==> config.mk <==
export PLATFORM = sky130hd
export DESIGN_NAME = ex_control_p
export DESIGN_NICKNAME = d
export VERILOG_FILES = /design/src/rtl/ex_ctrl_pkg.sv /design/src/rtl/mul_tracker.sv /design/src/rtl/ex_control_p.sv
export SDC_FILE = /design/constraint.sdc
export NUM_CORES = 1
export LEC_CHECK = 0
export CAP_MARGIN = 20
export CORE_MARGIN = 1.5
export CORE_UTILIZATION = 29
export CTS_CLUSTER_DIAMETER = 80
export DETAILED_ROUTE_END_ITERATION = 10
export GPL_TIMING_DRIVEN = 0
export PLACE_DENSITY = 0.74
export RECOVER_POWER = 100
export SLEW_MARGIN = 20
export SYNTH_ARGS = -nofsm -noshare
export SYNTH_HDL_FRONTEND = slang
export SYNTH_SLANG_ARGS = --single-unit
==> constraint.sdc <==
create_clock -name clk -period 1.8 [get_ports clk]
set_clock_uncertainty 0.15 [all_clocks]
set_input_delay 0.27 -clock clk [delete_from_list [all_inputs] [get_ports clk]]
set_output_delay 0.27 -clock clk [all_outputs]
set_load 0.1 [all_outputs]
==> src/rtl/ex_ctrl_pkg.sv <==
// Shared types and constants for the EX-stage control block.
package ex_ctrl_pkg;

  localparam int MUL_LAT_MAX = 16;
  // Holds MUL_LATENCY-1 for the full legal latency range.
  localparam int CNT_W = $clog2(MUL_LAT_MAX);

  typedef enum logic [1:0] {
    IDLE = 2'd0,
    BUSY = 2'd1,
    DONE = 2'd2
  } mul_state_t;

endpackage

==> src/rtl/mul_tracker.sv <==
// MUL/ACC in-flight tracker: counts down the multiplier latency and marks the
// HI/LO write cycle (state DONE).
module mul_tracker
  import ex_ctrl_pkg::*;
#(
  parameter int MUL_LATENCY = 4
) (
  input  logic       clk,
  input  logic       nrst,
  input  logic       start,
  input  logic       acc_in,
  output mul_state_t state,
  output logic       acc_q
);

  localparam logic [CNT_W-1:0] LOAD = CNT_W'(MUL_LATENCY - 1);

  logic [CNT_W-1:0] cnt;

  // NOTE: all state uses non-blocking assignments so every register samples
  // the pre-edge values regardless of statement order.
  always_ff @(posedge clk or negedge nrst) begin
    if (!nrst) begin
      state <= IDLE;
      cnt   <= '0;
      acc_q <= 1'b0;
    end else begin
      case (state)
        IDLE, DONE: begin
          if (start) begin
            acc_q <= acc_in;
            if (MUL_LATENCY == 1) begin
              state <= DONE;
            end else begin
              state <= BUSY;
              cnt   <= LOAD;
            end
          end else begin
            state <= IDLE;
          end
        end
        BUSY: begin
          if (cnt == CNT_W'(1)) begin
            state <= DONE;
            cnt   <= '0;
          end else begin
            cnt <= cnt - 1'b1;
          end
        end
        default: state <= IDLE;
      endcase
    end
  end

endmodule

==> src/rtl/ex_control_p.sv <==
// EX-stage control: GPR write gating, MUL/HI-LO interlock and optional
// branch-likely delay-slot annulment (enabled by EX_CTRL_BRANCH_LIKELY_EN).
module ex_control_p
  import ex_ctrl_pkg::*;
#(
  parameter int MUL_LATENCY = 4,
  parameter int DEST_W      = 5
) (
  input  logic              clk,
  input  logic              nrst,
  input  logic              InstValid,
  input  logic              Branch,
  input  logic              BranchLikely,
  input  logic              BRAtaken,
  input  logic              RegWriteIn,
  input  logic [DEST_W-1:0] RegDestIn,
  input  logic              MulStart,
  input  logic              AccOp,
  input  logic              HiLoRead,
  output logic              RegWriteOut,
  output logic [DEST_W-1:0] RegDestOut,
  output logic              HiLoWrite,
  output logic              HiLoAcc,
  output logic              MulBusy,
  output logic              Stall,
  output logic              Annul
);

  mul_state_t state;
  logic       issue;

  mul_tracker #(.MUL_LATENCY(MUL_LATENCY)) u_mul_tracker (
    .clk    (clk),
    .nrst   (nrst),
    .start  (issue & MulStart),
    .acc_in (AccOp),
    .state  (state),
    .acc_q  (HiLoAcc)
  );

`ifdef EX_CTRL_BRANCH_LIKELY_EN
  logic annul_pending;

  // A pending annul is consumed by the next valid instruction; bubbles keep it.
  always_ff @(posedge clk or negedge nrst) begin
    if (!nrst) begin
      annul_pending <= 1'b0;
    end else if (InstValid && annul_pending) begin
      annul_pending <= 1'b0;
    end else if (issue && Branch && BranchLikely && !BRAtaken) begin
      annul_pending <= 1'b1;
    end
  end

  assign Annul = annul_pending;
`else
  logic unused_branch_likely;
  assign unused_branch_likely = BranchLikely;
  assign Annul = 1'b0;
`endif

  // A MUL or HI/LO read must wait while a result is still in flight; a HI/LO
  // read also waits out the write cycle itself.
  assign Stall = InstValid && !Annul && (MulStart || HiLoRead) &&
                 ((state == BUSY) || ((state == DONE) && HiLoRead));

  assign issue       = InstValid && !Stall && !Annul;
  assign RegWriteOut = issue && RegWriteIn && !(Branch && !BRAtaken);
  assign RegDestOut  = RegWriteOut ? RegDestIn : '0;
  assign HiLoWrite   = (state == DONE);
  assign MulBusy     = (state != IDLE);

endmodule

## After elaboration in Yosys (flattened, before gate mapping)

Index checks and enable logic that the tools add are counted.

| word-level totals | value |
|---|---|
| register bits | 7 |
| bits in latches | 0 |
| memory bits (writable) | 0 |
| ROM bits | 0 |
| output and inout port bits | 11 |
| word-level logic and storage cells | 35 |
| memories | 0 |

| operators by class | value |
|---|---|
| add/subtract/negate cells | 1 |
| $mul | 0 |
| div/mod/pow operators | 0 |
| order comparisons | 0 |
| eq/ne operators | 5 |
| shift-type cells | 0 |
| mux-type cells | 7 |
| bitwise gates (word level) | 1 |
| reductions and logical operators | 18 |

Operators by type and width:

| operator | number |
|---|---|
| 4-bit two-way mux | 2 |
| 4-bit case mux with 2 select lines | 1 |
| 1-bit logical AND | 7 |
| 5-bit two-way mux | 1 |
| 4-bit by 1-bit == test with 1-bit output, second input constant | 1 |
| 2-bit by 1-bit != test with 1-bit output, second input constant | 2 |
| 2-bit case mux with 2 select lines | 1 |
| 2-bit AND reduction | 2 |
| 2-bit nonzero test | 2 |
| 4-bit by 1-bit subtractor with 4-bit output, second input constant | 1 |
| 1-bit logical NOT | 3 |
| 2-bit by 1-bit == test with 1-bit output, second input constant | 1 |
| 2-bit == test, second input constant | 1 |
| 2-bit logical NOT | 1 |
| 1-bit logical OR | 2 |
| 2-bit two-way mux | 1 |
| 2-bit OR reduction | 1 |
| 1-bit AND | 1 |
| 1-bit two-way mux | 1 |

## Longest topological paths before layout

| logic depth | value |
|---|---|
| depth after elaboration | 9 |
| depth in mapped cells | 5 |

## By module

From an unflattened synthesis, not the netlist that was laid out.

| unflattened totals | value |
|---|---|
| cell total of the unflattened synthesis | 56 |
| area, all modules | 475.5 um2 |

Modules (own cells, without submodules):

| module | instances | cells each | area an instance (um2) | sequential area each (um2) |
|---|---|---|---|---|
| mul_tracker | 1 | 33 | 342.8 | 175.2 |
| ex_control_p | 1 | 23 | 132.6 | 0.0 |

## Least setup slack after synthesis

OpenSTA, ideal clock, no wires.

| path | value |
|---|---|
| path kind | flip-flop to output port |
| start point | register u_mul_tracker.state[1] |
| end point | output RegDestOut[0] |
| data arrival time | 3253 ps |
| data required time | 1380 ps |
| path slack | -1873 ps |
| stages on the path, launching flop included | 4 |
| cell sequence | dfrtp_1 nor2b_1 o2bb2ai_2 nor3_1 |

| on the way | value |
|---|---|
| longest elaborated chain between the ends | 9 |

RTL lines:

| element | RTL line | RTL |
|---|---|---|
| start: declaration | mul_tracker.sv:12 | `output mul_state_t state,` |
| start signal: assignment | mul_tracker.sv:24 | `state <= IDLE;` |
| start signal: assignment | mul_tracker.sv:33 | `state <= DONE;` |
| start signal: assignment | mul_tracker.sv:35 | `state <= BUSY;` |
| 2-bit == test | - |  |
| net HiLoWrite | ex_control_p.sv:22 | `output logic HiLoWrite,` |
| 1-bit logical AND | ex_control_p.sv:65 | `((state == BUSY) \|\| ((state == DONE) && HiLoRead));` |
| 1-bit logical OR | ex_control_p.sv:65 |  |
| 1-bit logical AND | ex_control_p.sv:64 | `assign Stall = InstValid && !Annul && (MulStart \|\| HiLoRead) &&` |
| 1-bit logical NOT | ex_control_p.sv:67 | `assign issue = InstValid && !Stall && !Annul;` |
| 1-bit logical AND | ex_control_p.sv:67 |  |
| 1-bit logical AND (2 in a row) | ex_control_p.sv:68 | `assign RegWriteOut = issue && RegWriteIn && !(Branch && !BRAtaken);` |
| 5-bit two-way mux | ex_control_p.sv:69 | `assign RegDestOut = RegWriteOut ? RegDestIn : '0;` |
| end: declaration | ex_control_p.sv:21 | `output logic [DEST_W-1:0] RegDestOut,` |

The timed path passes the listed nets, and every way through them passes these cells.

## Worst setup path after layout

| path | value |
|---|---|
| start point | register u_mul_tracker.state[1] |
| end point | output RegDestOut[0] |

| on the way | value |
|---|---|
| longest elaborated chain between the ends | 9 |

RTL lines:

| element | RTL line |
|---|---|
| 2-bit == test | ex_control_p.sv:65 |
| 1-bit logical AND | ex_control_p.sv:65 |
| 1-bit logical OR * | ex_control_p.sv:65 |
| 1-bit logical AND * | ex_control_p.sv:64 |
| 1-bit logical NOT * | ex_control_p.sv:67 |
| 1-bit logical AND * | ex_control_p.sv:67 |
| 1-bit logical AND * (2 in a row) | ex_control_p.sv:68 |
| 5-bit two-way mux * | ex_control_p.sv:69 |

Mark *: on every way between the ends. The rest lies on a longest branch, timed or not.

==> metrics <==
maxcap violations 0; Synth Area per Inst 8.829 µm²; cell row count 14; Netlist cell types 24; clock latency at the later pin of the worst-skew pair 0.25 ns; Worst Tran Pin Value 0.5430 ns; startpoint types flip-flop; via count 483; R2R Path Start u_mul_tracker.cnt[1]; DR iter-0 viols 6; Worst setup EP type primary output; dpl cell area 813.3 µm²; Cell Area, Synth 467.9 µm²; initial antenna violation count 0; worst reg2reg path endpoint u_mul_tracker.cnt[2]; post-placement worst setup slack -1.309 ns; final WL 1230 µm; Die X 43.17 µm; WL/cell 12.18 µm; CTS tree done; relative slew slack 63.97%; Port Buffers 23; flop2flop setup slack 0.09 ns; largest net degree at the start of global routing 8; setup ws final -0.08583 ns; Final Net Count 103; Post-Synthesis Net Count 70; Hold Buf Count CTS 0; Crit path required time 1.38 ns; WS Path Type reg2out; drt drc 0; clock sink total 7; Max Buffers Root-to-Sink 2; failing checks setup timing; Syn. warnings 0; Tot GR Track Use 14.83%; Final Cell Area 944.7 µm²; I/O Pins 26; worst reg-to-reg path cell count 5; Highest Clock Rate 530.3 MHz; leakage power 0.4310 nW; Final ANT Viol Nets 0; Critical Path AT 1.47 ns; GR Overflow Total 0; H-Tree Depth 1; average vias per placed instance 4.782; CORE AREA 1506 µm²; Antenna Cells 0; Final Hold Viols 0; starting density of the core 31.06%; global-route wire length before repair 1980 µm; PD cells 1570 nW/µm²; most frequent cells in the layout inv_1 (9), buf_12 (8), clkdlybuf4s50_1 (7), dfrtp_1 (6); RePlAce Congestion 0.8261; minimum clock period 1.886 ns; Final period util 104.8%; hold crit path type in2async; Synth Instances 53; RSZ-0062 raised after global routing true; Seq/Total Area, Yosys 37.43%; Post-DP HPWL 869.4 µm; TritonRoute pass-1 iters 4; total power 1.483 mW; CP max FO 6; Die ar. 1864 µm²; Seq cells post-synth 7; Die Height 43.17 µm; final setup vio count 6; Worst VDD drop 707.2 µV; Final Slew Violations 0; TritonCTS buffer count 3; status complete, but fails checks; Root Driver clkbuf_4; most common cell after layout, fill and taps aside inv_1; ratio of cells with drive above 1 in the final layout 41.18%; vias in the first global route 468; area grow syn2layout 101.9%; Worst-path clk slew 0.06 ns
[sequential cells by signal (all words and copies together), names as in the netlist]
register and cells:
u_mul_tracker.acc_q 1, u_mul_tracker.cnt 4, u_mul_tracker.state 2
[through the flow]
step	hold slack (ns)	instances	util, %	TNS [ns]
finish	0.1977	101	62.71	-0.3897
CTS	0.1317	101	62.54	-0.3905
detailed placement	0.3477	93	53.99	-8.870
global placement	0.3467	92	53.49	-9.936
floorplan	-0.1756	53	-	-1.960
global route	0.2233	101	62.71	-0.7257
[cell type report]
cell class | instances | area (µm²)
fill | 119 | 561.8
multi-input combinational | 36 | 345.3
timing repair buffer | 28 | 335.3
sequential | 7 | 176.4
inverter | 9 | 33.78
clock buffer | 4 | 26.28
tap | 16 | 20.02
buffer | 1 | 7.507
[report_power, final]
group | switching, mW | leakage, nW | internal, mW
registers | 0.0751 | 0.0851 | 0.235
clock network | 0.0606 | 0.0150 | 0.0848
logic | 0.642 | 0.331 | 0.387
[synth_stat cells]
cell type  count  area, µm²
o21a_1         1      7.510
nand2_1        4      15.01
nor2b_1        2      12.51
o2bb2ai_2      1      15.01
and2_1         2      12.51
o221ai_1       1      8.760
and3_4         1      11.26
o21ai_0        1      5.000
mux2_2         2      22.52
dfrtp_1        7      175.2
inv_1          9      33.78
nor2_1         3      11.26
nor3_1         6      30.03
ha_1           2      25.02
nand2b_1       1      6.260
o211ai_1       1      7.510
or3b_4         1      11.26
xnor2_1        1      8.760
conb_1         1      3.750
buf_4          1      7.510
or2_2          1      6.260
nand3b_1       1      7.510
a2bb2oi_1      2      17.52
o22ai_1        1      6.260
[how the worst max path moves through the flow]
stage | from | to | slack, ns
floorplan | u_mul_tracker.state[1] | RegDestOut[0] | -0.31
global placement | Branch | RegWriteOut | -1.35
detailed placement | HiLoRead | Stall | -1.31
CTS | u_mul_tracker.state[1] | RegDestOut[1] | -0.12
global route | u_mul_tracker.state[1] | RegDestOut[3] | -0.13
finish | u_mul_tracker.state[1] | RegDestOut[0] | -0.09
[critical path, stage by stage, from the launching register on]
cell and delay [ns]:
dfrtp_1 0.41, nor2b_4 0.16, o2bb2ai_4 0.13, buf_12 0.15, nor3_4 0.15, buf_12 0.20
[metal layers]
metal  routed length [µm]  track usage (%)  up-vias
li1                     -                -      239
met1                  443            14.96      230
met2                  708            27.16       14
met3                   78            5.532        0
met4                    0            5.455        0
met5                    0                0        -
[timing repair]
| action | CTS | global route |
|---|---|---|
| setup buffers | 4 | 0 |
| setup endpoints to repair | 10 | 7 |
| gates resized for setup | 82 | 1 |
| pin swaps | 8 | 2 |
| gates cloned | 0 | 0 |
[logic make-up (layout without fill, tap and decap cells)]
group	after synthesis	after routing	share of synthesized area (%)
AO/OA/AOI/OAI	8	8	14.44
XOR/XNOR	1	1	1.872
adder cells (fa/ha/maj)	2	2	5.347
buffers and inverters	10	42	8.824
flip-flops	7	7	37.43
multiplexers	2	2	4.812
other	1	1	0.8014
AND/OR/NAND/NOR	22	22	26.47
(Power assumes the default switching activity.)
==> RTL change: new RTL, same flow settings <==
Add a define of `EX_CTRL_BRANCH_LIKELY_EN`.
--- a/src/rtl/ex_control_p.sv
+++ b/src/rtl/ex_control_p.sv
@@ -1,5 +1,7 @@
 // EX-stage control: GPR write gating, MUL/HI-LO interlock and optional
 // branch-likely delay-slot annulment (enabled by EX_CTRL_BRANCH_LIKELY_EN).
+`define EX_CTRL_BRANCH_LIKELY_EN
+
 module ex_control_p
   import ex_ctrl_pkg::*;
 #(
Formal check against the unedited RTL: not equivalent (a bounded check fails within 4 cycles, from zero or initial values and one cycle with nrst low).
==> RTL change against the unedited design <==
Core utilization down 2.5 points; register-to-register slack better by 0.15 ns; critical path type unchanged; design area up 7.7%; sequential cell count up 1; first-iteration DRC count down 50%; maximum frequency down 4.4%; power down 3.8%; the run still ends with negative setup slack left; setup slack worse by 0.087 ns; area after synthesis up 9.9%; wire length up 8.5%; combinational power down 7%.
==> RTL change: results (changes against the unedited design) <==
STA
  – Relative slew slack: 0.640 (about the same)
  – PnR worst setup slack: -0.173 ns (was -0.0858 ns)
  – Final setup viols: 7 (was 6)

Place
  – Final RePlAce weighted congestion: 0.743 (was 0.826)
  – Cell area after placement: 871 um2 (was 813 um2)
  – Post-place setup slack: -1.33 ns (was -1.31 ns)

Critical path
  – Arr. time, crit path: 1.55 ns (was 1.47 ns)
  – Worst Setup SP: Annul (was u_mul_tracker.state[1])

Route
  – Avg WL per Cell: 12.4 um (was 12.2 um)
  – Via count: 554 (was 483)

Synthesis
  – Post-Syn Area: 514 um2 (was 468 um2)
  – Post-synthesis mux area share: 0.0219 (was 0.0481)
  – Synthesized-area fraction occupied by xor and xnor cells: 0.0170 (was 0.0187)
  – Adder-Cell Fraction of Synth Area: 0.0487 (was 0.0535)
  – Synth unique cells: 27 (was 24)
  – Compound-Gate Fraction of Synth Area: 0.161 (was 0.144)

Layout
  – Share of cells above drive strength 1: 0.385 (was 0.412)
  – Layout fillers: 151 (was 119)
  – FF+latch area: 205 um2 (was 176 um2)
  – Largest registers: u_mul_tracker.cnt x4, u_mul_tracker.state x2 (was u_mul_tracker.cnt x4, u_mul_tracker.state x2, u_mul_tracker.acc_q x1)
  – Synth-to-layout area growth: 97.8% (was 102%)
  – Multi-In Gates: 41 (was 36)
  – Multi-input gate area: 382 um2 (was 345 um2)
  – Non-clock buffer share: 0.343 (was 0.363)

Clocking
  – Number of post-CTS setup repair buffers: 2 (was 4)

Run status
  – Status: finished with violations (unchanged)
  – Failing checks: negative setup slack (unchanged)

GRT
  – First-pass GRT wire length: 2200 um (was 1980 um)
[RTL change: cell count changes after synthesis, sizes merged, moves of 2 or more]
cell     change
a21oi        +2
a2bb2oi      -2
nor2b        +2
o21ai        +3
[RTL change: report_power, final]
group,leakage [nW],internal (mW),switching [mW]
Combinational,0.352,0.341,0.612
Clock,0.0150,0.0852,0.0670
Sequential,0.0969,0.254,0.0683
Total,0.464,0.680,0.747
[RTL change: final timing paths]
path,end,slack [ns]
max,RegDestOut[4],-0.17
min,u_mul_tracker.cnt[2],0.21
max reg2reg,u_mul_tracker.cnt[2],0.24
min reg2reg,u_mul_tracker.acc_q,0.34
max in group asynchronous,Annul,1.00
min in group clk,Annul,0.23
[RTL change: metal layers]
layer / GRT usage / share of wire / wire [um] / vias up
li1: - / - / - / 264
met1: 0.145 / 0.36 / 482 / 259
met2: 0.283 / 0.51 / 680 / 26
met3: 0.0440 / 0.11 / 142 / 5
met4: 0.0882 / 0.022 / 29 / 0
met5: 0 / 0 / 0 / -
